$ cat src/rtl/pipeline_stall_ctrl.sv
// Central stall/flush controller for a 5-stage pipeline: per-register stall vector,
// exception flush sequencing (deferred while MEM is busy), stall watchdog and stall-cycle counter.
module pipeline_stall_ctrl #(
    parameter int ADDR_WIDTH    = 32,
    parameter int STALL_TIMEOUT = 255,
    parameter int CNT_WIDTH     = 8
) (
    input  logic                  clk,
    input  logic                  rst,
    input  logic                  stall_req_if,
    input  logic                  stall_req_id,
    input  logic                  stall_req_ex,
    input  logic                  stall_req_mem,
    input  logic                  exception_in,
    input  logic [ADDR_WIDTH-1:0] exc_pc_in,
    output logic [4:0]            stall_out,
    output logic                  flush,
    output logic [ADDR_WIDTH-1:0] flush_pc,
    output logic                  stall_timeout,
    output logic [31:0]           stall_cycle_count
);

    typedef enum logic [1:0] {
        ST_IDLE    = 2'd0,
        ST_PENDING = 2'd1,
        ST_FLUSH   = 2'd2
    } state_t;

    localparam logic [CNT_WIDTH-1:0] TIMEOUT_CNT = CNT_WIDTH'(STALL_TIMEOUT);

    state_t                  state_reg, state_next;
    logic                    latch_pc;
    logic                    flush_reg;
    logic [ADDR_WIDTH-1:0]   flush_pc_reg;
    logic [CNT_WIDTH-1:0]    cnt_reg, cnt_next;
    logic                    timeout_reg;
    logic [31:0]             cycle_count_reg;

    logic [3:0]              req;
    logic [4:0]              stall_vec;

    assign req = {stall_req_mem, stall_req_ex, stall_req_id, stall_req_if};

    // A register holds whenever any stage at or beyond it asks for a stall,
    // so the deepest requester determines how far back the freeze reaches.
    genvar gi;
    generate
        for (gi = 0; gi < 4; gi++) begin : g_stall_bit
            assign stall_vec[gi] = |req[3:gi];
        end
    endgenerate
    assign stall_vec[4] = 1'b0;

    assign stall_out = (state_reg == ST_FLUSH) ? 5'b00000 : stall_vec;

    always_comb begin
        state_next = state_reg;
        latch_pc   = 1'b0;
        case (state_reg)
            ST_IDLE: begin
                if (exception_in) begin
                    latch_pc   = 1'b1;
                    state_next = stall_req_mem ? ST_PENDING : ST_FLUSH;
                end
            end
            ST_PENDING: begin
                if (!stall_req_mem) begin
                    state_next = ST_FLUSH;
                end
            end
            ST_FLUSH: begin
                state_next = ST_IDLE;
            end
            default: begin
                state_next = ST_IDLE;
            end
        endcase
    end

    always_comb begin
        cnt_next = cnt_reg;
        if (stall_out == 5'b00000) begin
            cnt_next = '0;
        end else if (cnt_reg != {CNT_WIDTH{1'b1}}) begin
            cnt_next = cnt_reg + 1'b1;
        end
    end

    always_ff @(posedge clk) begin
        if (rst) begin
            state_reg       <= ST_IDLE;
            flush_reg       <= 1'b0;
            flush_pc_reg    <= '0;
            cnt_reg         <= '0;
            timeout_reg     <= 1'b0;
            cycle_count_reg <= 32'd0;
        end else begin
            state_reg <= state_next;
            flush_reg <= (state_next == ST_FLUSH);
            if (latch_pc) begin
                flush_pc_reg <= exc_pc_in;
            end
            cnt_reg <= cnt_next;
            // Sticky until reset so software can observe a past hang.
            if (cnt_reg == TIMEOUT_CNT) begin
                timeout_reg <= 1'b1;
            end
            if (stall_out[0]) begin
                cycle_count_reg <= cycle_count_reg + 32'd1;
            end
        end
    end

    assign flush             = flush_reg;
    assign flush_pc          = flush_pc_reg;
    assign stall_timeout     = timeout_reg;
    assign stall_cycle_count = cycle_count_reg;

endmodule

$ cat config.mk
export PLATFORM = sky130hd
export DESIGN_NAME = pipeline_stall_ctrl
export DESIGN_NICKNAME = d
export VERILOG_FILES = /design/src/rtl/pipeline_stall_ctrl.sv
export SDC_FILE = /design/constraint.sdc
export NUM_CORES = 1
export LEC_CHECK = 0
export ABC_AREA = 0
export BUFFER_PORTS_ARGS = -buffer_cell sky130_fd_sc_hd__buf_2
export CORE_MARGIN = 1.5
export CORE_UTILIZATION = 50
export CTS_CLUSTER_DIAMETER = 150
export DETAILED_ROUTE_END_ITERATION = 16
export PLACE_DENSITY = 0.79
export SETUP_SLACK_MARGIN = 0.5
export SLEW_MARGIN = 20
export SYNTH_ARGS = -nofsm -noshare
export SYNTH_HDL_FRONTEND = slang
export SYNTH_SLANG_ARGS = --single-unit
$ cat constraint.sdc
create_clock -name clk -period 2.9 [get_ports clk]
set_clock_uncertainty 0.2 [all_clocks]
set_input_delay 0.58 -clock clk [delete_from_list [all_inputs] [get_ports clk]]
set_output_delay 0.58 -clock clk [all_outputs]
set_load 0.005 [all_outputs]
---- Yosys cells after proc, flatten, opt, wreduce, memory -nomap -nowiden ----
Index checks and enable logic that the tools add are counted.
operators by class
  add/sub/neg operators ................... 2
  equal/unequal tests ..................... 5
  mux-type cells .......................... 7
  reductions and logical operators ........ 6
operator list
  operator               count
  $add 32x1->32 const B  1
  $add 8x1->8 const B    1
  $eq 8x8->1 const B     1
  $ne 8x8->1 const B     1
  $mux 2                 3
  $logic_not 5->1        1
  $eq 2x2->1 const B     2
  $mux 4                 1
  $pmux 2 s2             1
  $reduce_or 2->1        2
  $reduce_or 4->1        1
  $reduce_or 3->1        1
  $eq 2x1->1 const B     1
  $logic_not 2->1        1
  $mux 1                 2
storage, ports and cells
  flip-flop bits (word level) ............. 76
  word-level logic and storage cells ...... 26

---- Logic depth before layout (Yosys ltp) ----
Gate-level depths: netlist of the first run.
  depth in word-level cells ............... 4
  gate-level depth with buffers ........... 7
  gate-level depth less buffers ........... 5

---- Worst setup path before layout of the first run ----
No wires, ideal clock.
  kind .................................... input -> output
  from .................................... in stall_req_mem
  to ...................................... out stall_out[0]
  arrival time ............................ 1.414 ns
  data required time ...................... 2.120 ns
  setup slack ............................. 0.706 ns
  cell stages on the path ................. 3
  buffers on the path ..................... 1
  cell sequence ........................... or4_4 -> and2_1 -> clkbuf_1
between the ends
  cells in the longest elaborated chain, start to end .. 2
RTL lines
  item             line  text
  from (decl)      13    input logic stall_req_mem,
  $reduce_or 4->1  49    assign stall_vec[gi] = |req[3:gi];
  $mux 4           54    assign stall_out = (state_reg == ST_FLUSH) ? 5'b00000 : stall_vec;
  to (decl)        16    output logic [4:0] stall_out,
Every way passes these cells.

---- Worst setup path in the final report of the first run ----
Ends and elaborated chain as after synthesis.

==> results.md, run 1 <==
* Row count at 29
* Hold Crit Class: input port to flip-flop
* Max incr delay on CP at between 0.5 and 0.6 ns
* Relative slew slack at between 30% and 40%
* CP Data Required Time at around 2.1 ns
* Most used cell, CP: buf_2
* Hold_buf cts at 0
* Ant diodes at 0
* GRT Resource Usage Total at 22.3%
* Clock share of power at roughly two fifths
* Worst EP arrival at 1.58 ns
* CP startpoint kind: input port
* Non-Filler Instances at between 500 and 600
* Mapped Area at roughly 3300 um2
* Clock buffer depth at 2
* Pwr Total at roughly 0.0021 W
* Nets at between 500 and 600
* Syn. warnings at 0
* CTS tree: yes
* Share of power burned in registers at 51.8%
* Result of the run: complete, no violations
* Worst-skew pair later-pin latency at 0.35 ns
* Syn_area_per_cell at approximately 8.2 um2
* Pre-Repair DR Iteration Count at 4
* Pwr dens at ~520 nW/um2
* Crit Path Max Fanout at 7
* H-tree Lvls at 3
* Clk sinks at 76
* Worst hold slack at about 0.25 ns
* DR vias/cell at ~5.5
* Switching share of power at between 20% and 30%
* # DRC at 0
* Synth unique cells at a little over 40
* Initial antenna violation count at 0
* Placer congestion estimate at 0.865
* Overflow left after global routing at 0
* Worst slew pin tran at around 0.93 ns
* Fillers at between 500 and 600
* RSZ-0062 raised after global routing: no
* Hold violation total from the final report at 0
* Root Buffer: clkbuf_8
* PortBufs at 108
* Clock Pin Slew Worst Setup and Hold Paths at roughly 0.09 ns
* Sequential cell area fraction in the yosys report at a little under half
* Synthesized flop and latch total at 76
* Peak supply drop at around 0.40 mV
* DRT iter0 DRCs at around 110
* CP Cell Sequence: buf_2 -> or4_4 -> and2_4 -> buf_2
* Post-synth top flop: dfxtp_1
* Average wire per standard cell at approximately 14 um
* Sw power at between 0.0005 and 0.0006 W
* Total number of vias at ~3200
* Vias in the first global route at 2943
* Setup Viol. Count Final at 0
* Worst path bufs/invs at 2
* Mapped Cells at 402
* Total CTS buffers at 9
* First-pass GRT wire length at roughly 13000 um
* Leakage Power at roughly 1.7 nW
* Post-synth ARST share at 0%
* Layout cell share with drive strength beyond 1 at 29.7%
* Int Pwr at about 0.0016 W
* Core area at approximately 6400 um2
* TNS Setup at 0 ns
* Cell family with most CP delay: simple AND/OR/NAND/NOR gates
* Crit path time final at around 2.4 ns
* Crit Path Class: input port to output port
* P&R area growth vs syn at 23.6%
* Max-Cap Viols at 0
* Top-level port count at 110
* Setup crit end kind: output port
* Cell Area, Placed at just under 4000 um2
* Die height at 84.4 um
* Final Instance Area at roughly 4100 um2
* Post-route ant nets at 0
* CP max-delay cell: or4_4
* Die X at ~84 um
* Total length of routed wires at 7860 um
* Syn Nets at between 400 and 500
* Logic pwr share at under 10%
* Cell Count Post-Placement at 563
* Starting density of the core at between 50 and 60%
* Fmax at around 420 MHz
* Postcts setup bufs at 0
* Detailed Place HPWL at 5570 um
* Largest net degree at the start of global routing at 33
* Die area at 7130 um2
* Part of the cycle the worst path needs at around 80%
* Slew Viols, Final at 0
* EDFF count, synth at 0
-- layout make-up --
type / count / area (um2) / share of cell area, %
inverter: 2 / 7.51 / 0.183
clock inverter: 6 / 71.3 / 1.74
clock buffer: 10 / 138 / 3.36
timing repair buffer: 115 / 593 / 14.5
sequential: 76 / 1520 / 37.1
tap: 77 / 96.3 / 2.35
multi-input combinational: 293 / 1670 / 40.7
-- cell usage after synthesis, drive strengths merged (6+ instances only) --
| master | number | share of area, % |
|---|---|---|
| nor2 | 29 | 3.3 |
| buf | 10 | 1.6 |
| nor4 | 13 | 2.5 |
| xor2 | 6 | 1.6 |
| a21oi | 49 | 7.4 |
| and2 | 7 | 1.3 |
| nand2 | 77 | 8.7 |
| o21ai | 7 | 1.1 |
| or4 | 13 | 3.2 |
| clkbuf | 21 | 2.4 |
| nand3 | 10 | 1.5 |
| mux2 | 12 | 4.1 |
| dfxtp | 76 | 46 |
| nand4 | 14 | 2.8 |
| nor2b | 13 | 2.5 |
| o31ai | 11 | 2.5 |
-- per-layer routing --
layer	up-vias	share of wire [%]	track usage [%]
met1	1492	43	27.0
met3	11	6.7	6.10
met5	-	0	0
met2	100	48	37.6
met4	0	1.5	8.94
li1	1599	-	-
-- path summary, 6_finish.rpt --
kind	startpoint	end	slack (ns)	cells past startpoint
max	stall_req_mem	stall_out[0]	0.54	4
min	exc_pc_in[18]	flush_pc[18]	0.25	3
max reg2reg	stall_cycle_count[0]	stall_cycle_count[26]	0.64	4
min reg2reg	flush_pc[20]	flush_pc[20]	0.26	2
-- worst reg2reg max path, cell delays in order, from the launching register on --
cell     delay [ns]
dfxtp_1        0.42
ha_1           0.28
nand3_1        0.43
nor4_1         0.46
mux2_2         0.38
-- through the flow --
| stage | util [%] | worst slack, ns |
|---|---|---|
| floorplan | - | 0.706 |
| global placement | 60.6 | 0.442 |
| detailed placement | 60.6 | 0.437 |
| CTS | 63.9 | 0.501 |
| global route | 64.1 | 0.507 |
| finish | 64.1 | 0.541 |
-- power groups by stage --
stage               Combinational (W)  Clock (W)  Sequential (W)
global route                 0.000219   0.000895         0.00111
finish                       0.000192   0.000837         0.00111
floorplan                    0.000103          0         0.00113
CTS                          0.000194   0.000852         0.00111
detailed placement           0.000193          0         0.00113
global placement             0.000187          0         0.00113
-- placed cells by master, fill, tap and decap left out, types with 4 or more instances in the layout --
cell | synthesis | final
buf_4 | 2 | 7
and4_1 | 4 | 4
and2_1 | 7 | 6
nand2_1 | 77 | 77
xor2_1 | 6 | 6
a21oi_1 | 49 | 49
mux2_2 | 11 | 11
dfxtp_1 | 76 | 76
buf_2 | 7 | 108
nand4_1 | 13 | 13
nor2b_1 | 13 | 13
o31ai_1 | 11 | 11
clkbuf_8 | 0 | 10
nor4_1 | 13 | 13
o21ai_0 | 7 | 7
nor2_1 | 29 | 29
nand3_1 | 10 | 9
or4_1 | 10 | 10
or3_1 | 5 | 5
-- timing repair --
action / in CTS / in global routing
resized for setup: 2 / 2
hold endpoints to repair: 0 / 0
endpoints found under the setup margin: 1 / 10
gates cloned: 0 / 0
pin swaps: 0 / 1
-- cells by family after synthesis --
kind of cell | synth area share, %
AOI/OAI and AO/OA | 12.2
xor gates and xnor gates | 1.85
adders and majority gates | 0.755
buffers and inverters | 4.23
DFF | 45.9
muxes | 4.68
other | 0.113
and+or+nand+nor | 30.3
Note: power is estimated with default switching activity, not from simulation.
==> inputs of run 2 (changes only) <==
--- a/config.mk
+++ b/config.mk
@@ -5,13 +5,13 @@
 export SDC_FILE = /design/constraint.sdc
 export NUM_CORES = 1
 export LEC_CHECK = 0
-export ABC_AREA = 0
+export ABC_AREA = 1
 export BUFFER_PORTS_ARGS = -buffer_cell sky130_fd_sc_hd__buf_2
 export CORE_MARGIN = 1.5
 export CORE_UTILIZATION = 50
 export CTS_CLUSTER_DIAMETER = 150
 export DETAILED_ROUTE_END_ITERATION = 16
-export PLACE_DENSITY = 0.79
+export PLACE_DENSITY = 0.78
 export SETUP_SLACK_MARGIN = 0.5
 export SLEW_MARGIN = 20
 export SYNTH_ARGS = -nofsm -noshare
==> constraint.sdc (replaced) <==
create_clock -name clk -period 2.41 [get_ports clk]
set_clock_uncertainty 0.2 [all_clocks]
set_input_delay 0.482 -clock clk [delete_from_list [all_inputs] [get_ports clk]]
set_output_delay 0.482 -clock clk [all_outputs]
set_load 0.005 [all_outputs]
==> results.md, run 2 <==
* Average wire per standard cell at approximately 11 um
* Commonest non-fill, non-tap cell in the layout: nor2_1
* Root Buffer: clkbuf_8
* Total number of vias at approximately 3500
* Die X at 87.0 um
* CP startpoint kind: input port
* Ranking of synthesized cells by area: dfxtp_1, nor2_1, nand2_1
* DRT iter0 DRCs at about 170
* TNS Setup at 0 ns
* Pwr dens at slightly above 600 nW/um2
* Synthesized flop and latch total at 76
* DR vias/cell at between 4 and 5
* Peak supply drop at just under 0.4 mV
* Core area at between 6000 and 7000 um2
* Post-synthesis mux area share at 0%
* Most frequent cells in the layout: nor2_1, buf_2, nand2_1, dfxtp_1, inv_1
* Final worst slack at 0.590 ns
* Die area at 7580 um2
* RSZ-0062 raised after global routing: no
* Post-synth ARST share at 0%
* Placer congestion estimate at ~0.87
* CTS tree: yes
* Largest net degree at the start of global routing at 33
* Commonest cells in the netlist: nor2_1, nand2_1, dfxtp_1
* Switching share of power at about a quarter
* EDFF count, synth at 0
* Setup crit end kind: output port
* Logic pwr share at under 10%
* Pre-Repair DR Iteration Count at 4
* Syn. warnings at 0
* Part of the cycle the worst path needs at between 70% and 80%
* Most frequent cell after synthesis: nor2_1
* Worst slack, placed at around 0.38 ns
* Overflow left after global routing at 0
* Detailed Place HPWL at about 6100 um
* Row count at 30
* Share of the synthesized area in the top cell type at a little over two fifths
* # DRC at 0
* Int Pwr at just over 0.002 W
* Synth Area in Adders at 0.709%
* Setup Viol. Count Final at 0
* Clock share of power at 40.1%
* Fmax at roughly 550 MHz
* First-pass GRT wire length at 13700 um
* Hold violation total from the final report at 0
* Crit path time final at roughly 1.8 ns
* Mapped Area at 3530 um2
* Yosys top cell by area: dfxtp_1
* Crit Path Max Fanout at 12
* Mapped Cells at ~500
* Compound-gate portion of the synthesized area at between 8 and 9%
* GRT Resource Usage Total at between 20% and 30%
* Sw power at around 0.00066 W
* Hold Crit Class: input port to flip-flop
* Slew Viols, Final at 0
* Post-synth top flop: dfxtp_1
* Syn_area_per_cell at between 6 and 7 um2
* Syn Nets at 553
* Worst EP arrival at approximately 1.1 ns
* Share of power burned in registers at 50.3%
* Max-Cap Viols at 0
* Post-route ant nets at 0
* Total CTS buffers at 9
* Crit Path Class: input port to output port
* Post-Synth XOR/XNOR Area at less than 1%
* Clk sinks at 76
* Die height at 87.0 um
* Non-Filler Instances at 724
* Result of the run: complete, no violations
* Layout cell share with drive strength beyond 1 at 26.3%
* Sequential cell area fraction in the yosys report at between 40% and 50%
* Synth unique cells at 35
* Initial antenna violation count at 0
* Simple logic cell fraction of the synthesized area at 38.0%
* CP Data Required Time at roughly 1.7 ns
* PortBufs at about 110
* Worst-skew pair later-pin latency at 0.35 ns
* Cell Count Post-Placement at 704
* Leakage Power at between 2 and 2.5 nW
* Nets at ~660
* H-tree Lvls at 3
* Largest family of logic cells by synthesized area: simple AND/OR/NAND/NOR gates
* Starting density of the core at around 52%
* P&R area growth vs syn at 24.5%
* Ant diodes at 0
* Vias in the first global route at ~3200
* Clock Pin Slew Worst Setup and Hold Paths at approximately 0.08 ns
* Top-level port count at 110
* Clock buffer depth at 2
* Total length of routed wires at 8290 um
run 2: power groups by stage:
stage / Combinational, W / Sequential, W / Clock (W)
detailed placement: 0.000255 / 0.00137 / 0
CTS: 0.000259 / 0.00135 / 0.00109
global route: 0.000293 / 0.00135 / 0.00114
floorplan: 0.000140 / 0.00138 / 0
finish: 0.000257 / 0.00135 / 0.00107
global placement: 0.000248 / 0.00137 / 0
run 2: logic make-up (layout without fill, tap and decap cells):
family	Yosys count	count (layout)
and+or+nand+nor	299	299
buffers and inverters	71	187
adders and majority gates	2	2
DFF	76	76
AOI/OAI and AO/OA	59	59
other	1	1
xor gates and xnor gates	4	4
run 2: area by class of cell:
class | instances | area, um2
tap | 96 | 120
timing repair buffer | 116 | 613
multi-input combinational | 365 | 1710
inverter | 55 | 211
clock inverter | 5 | 85.1
clock buffer | 11 | 131
fill | 608 | 2400
sequential | 76 | 1520
run 2: worst paths after layout:
check	from	end	slack, ns	cells after the start
worst max-delay path	stall_req_mem	stall_out[0]	0.59	6
worst min register to register	stall_timeout	stall_timeout	0.27	2
worst max register to register	stall_cycle_count[1]	stall_cycle_count[20]	0.65	9
worst min-delay path	stall_req_mem	state_reg[1]	0.15	2
run 2: per-stage QoR:
stage	power, W	utilization, %	instance area (um2)	hold slack [ns]
finish	0.00268	64.7	4390	0.149
global route	0.00279	64.7	4390	0.150
CTS	0.00270	64.1	4350	0.135
detailed placement	0.00163	60.7	4120	0.254
global placement	0.00162	60.7	4120	0.250
floorplan	0.00152	-	3530	0.255
run 2: what timing repair did:
| item | in CTS | in global routing |
|---|---|---|
| gates resized for setup | 2 | 4 |
| hold buffers | 0 | 0 |
| buffers inserted | 1 | 3 |
| pin swaps | 1 | 2 |
| setup endpoints to repair | 1 | 12 |
run 2: layer usage:
| metal | track usage (%) | part of all wire [%] | vias to the layer above |
|---|---|---|---|
| li1 | - | - | 1832 |
| met5 | 0 | 0 | - |
| met1 | 27.9 | 46 | 1540 |
| met2 | 37.4 | 45 | 118 |
| met4 | 9.97 | 1.9 | 0 |
| met3 | 6.92 | 7.5 | 16 |
run 2: worst max-delay path: stages:
cell and delay (ns):
buf_2 0.12, nor2_2 0.16, nand2_2 0.08, nand2_4 0.10
inv_6 0.06, buf_2 0.12
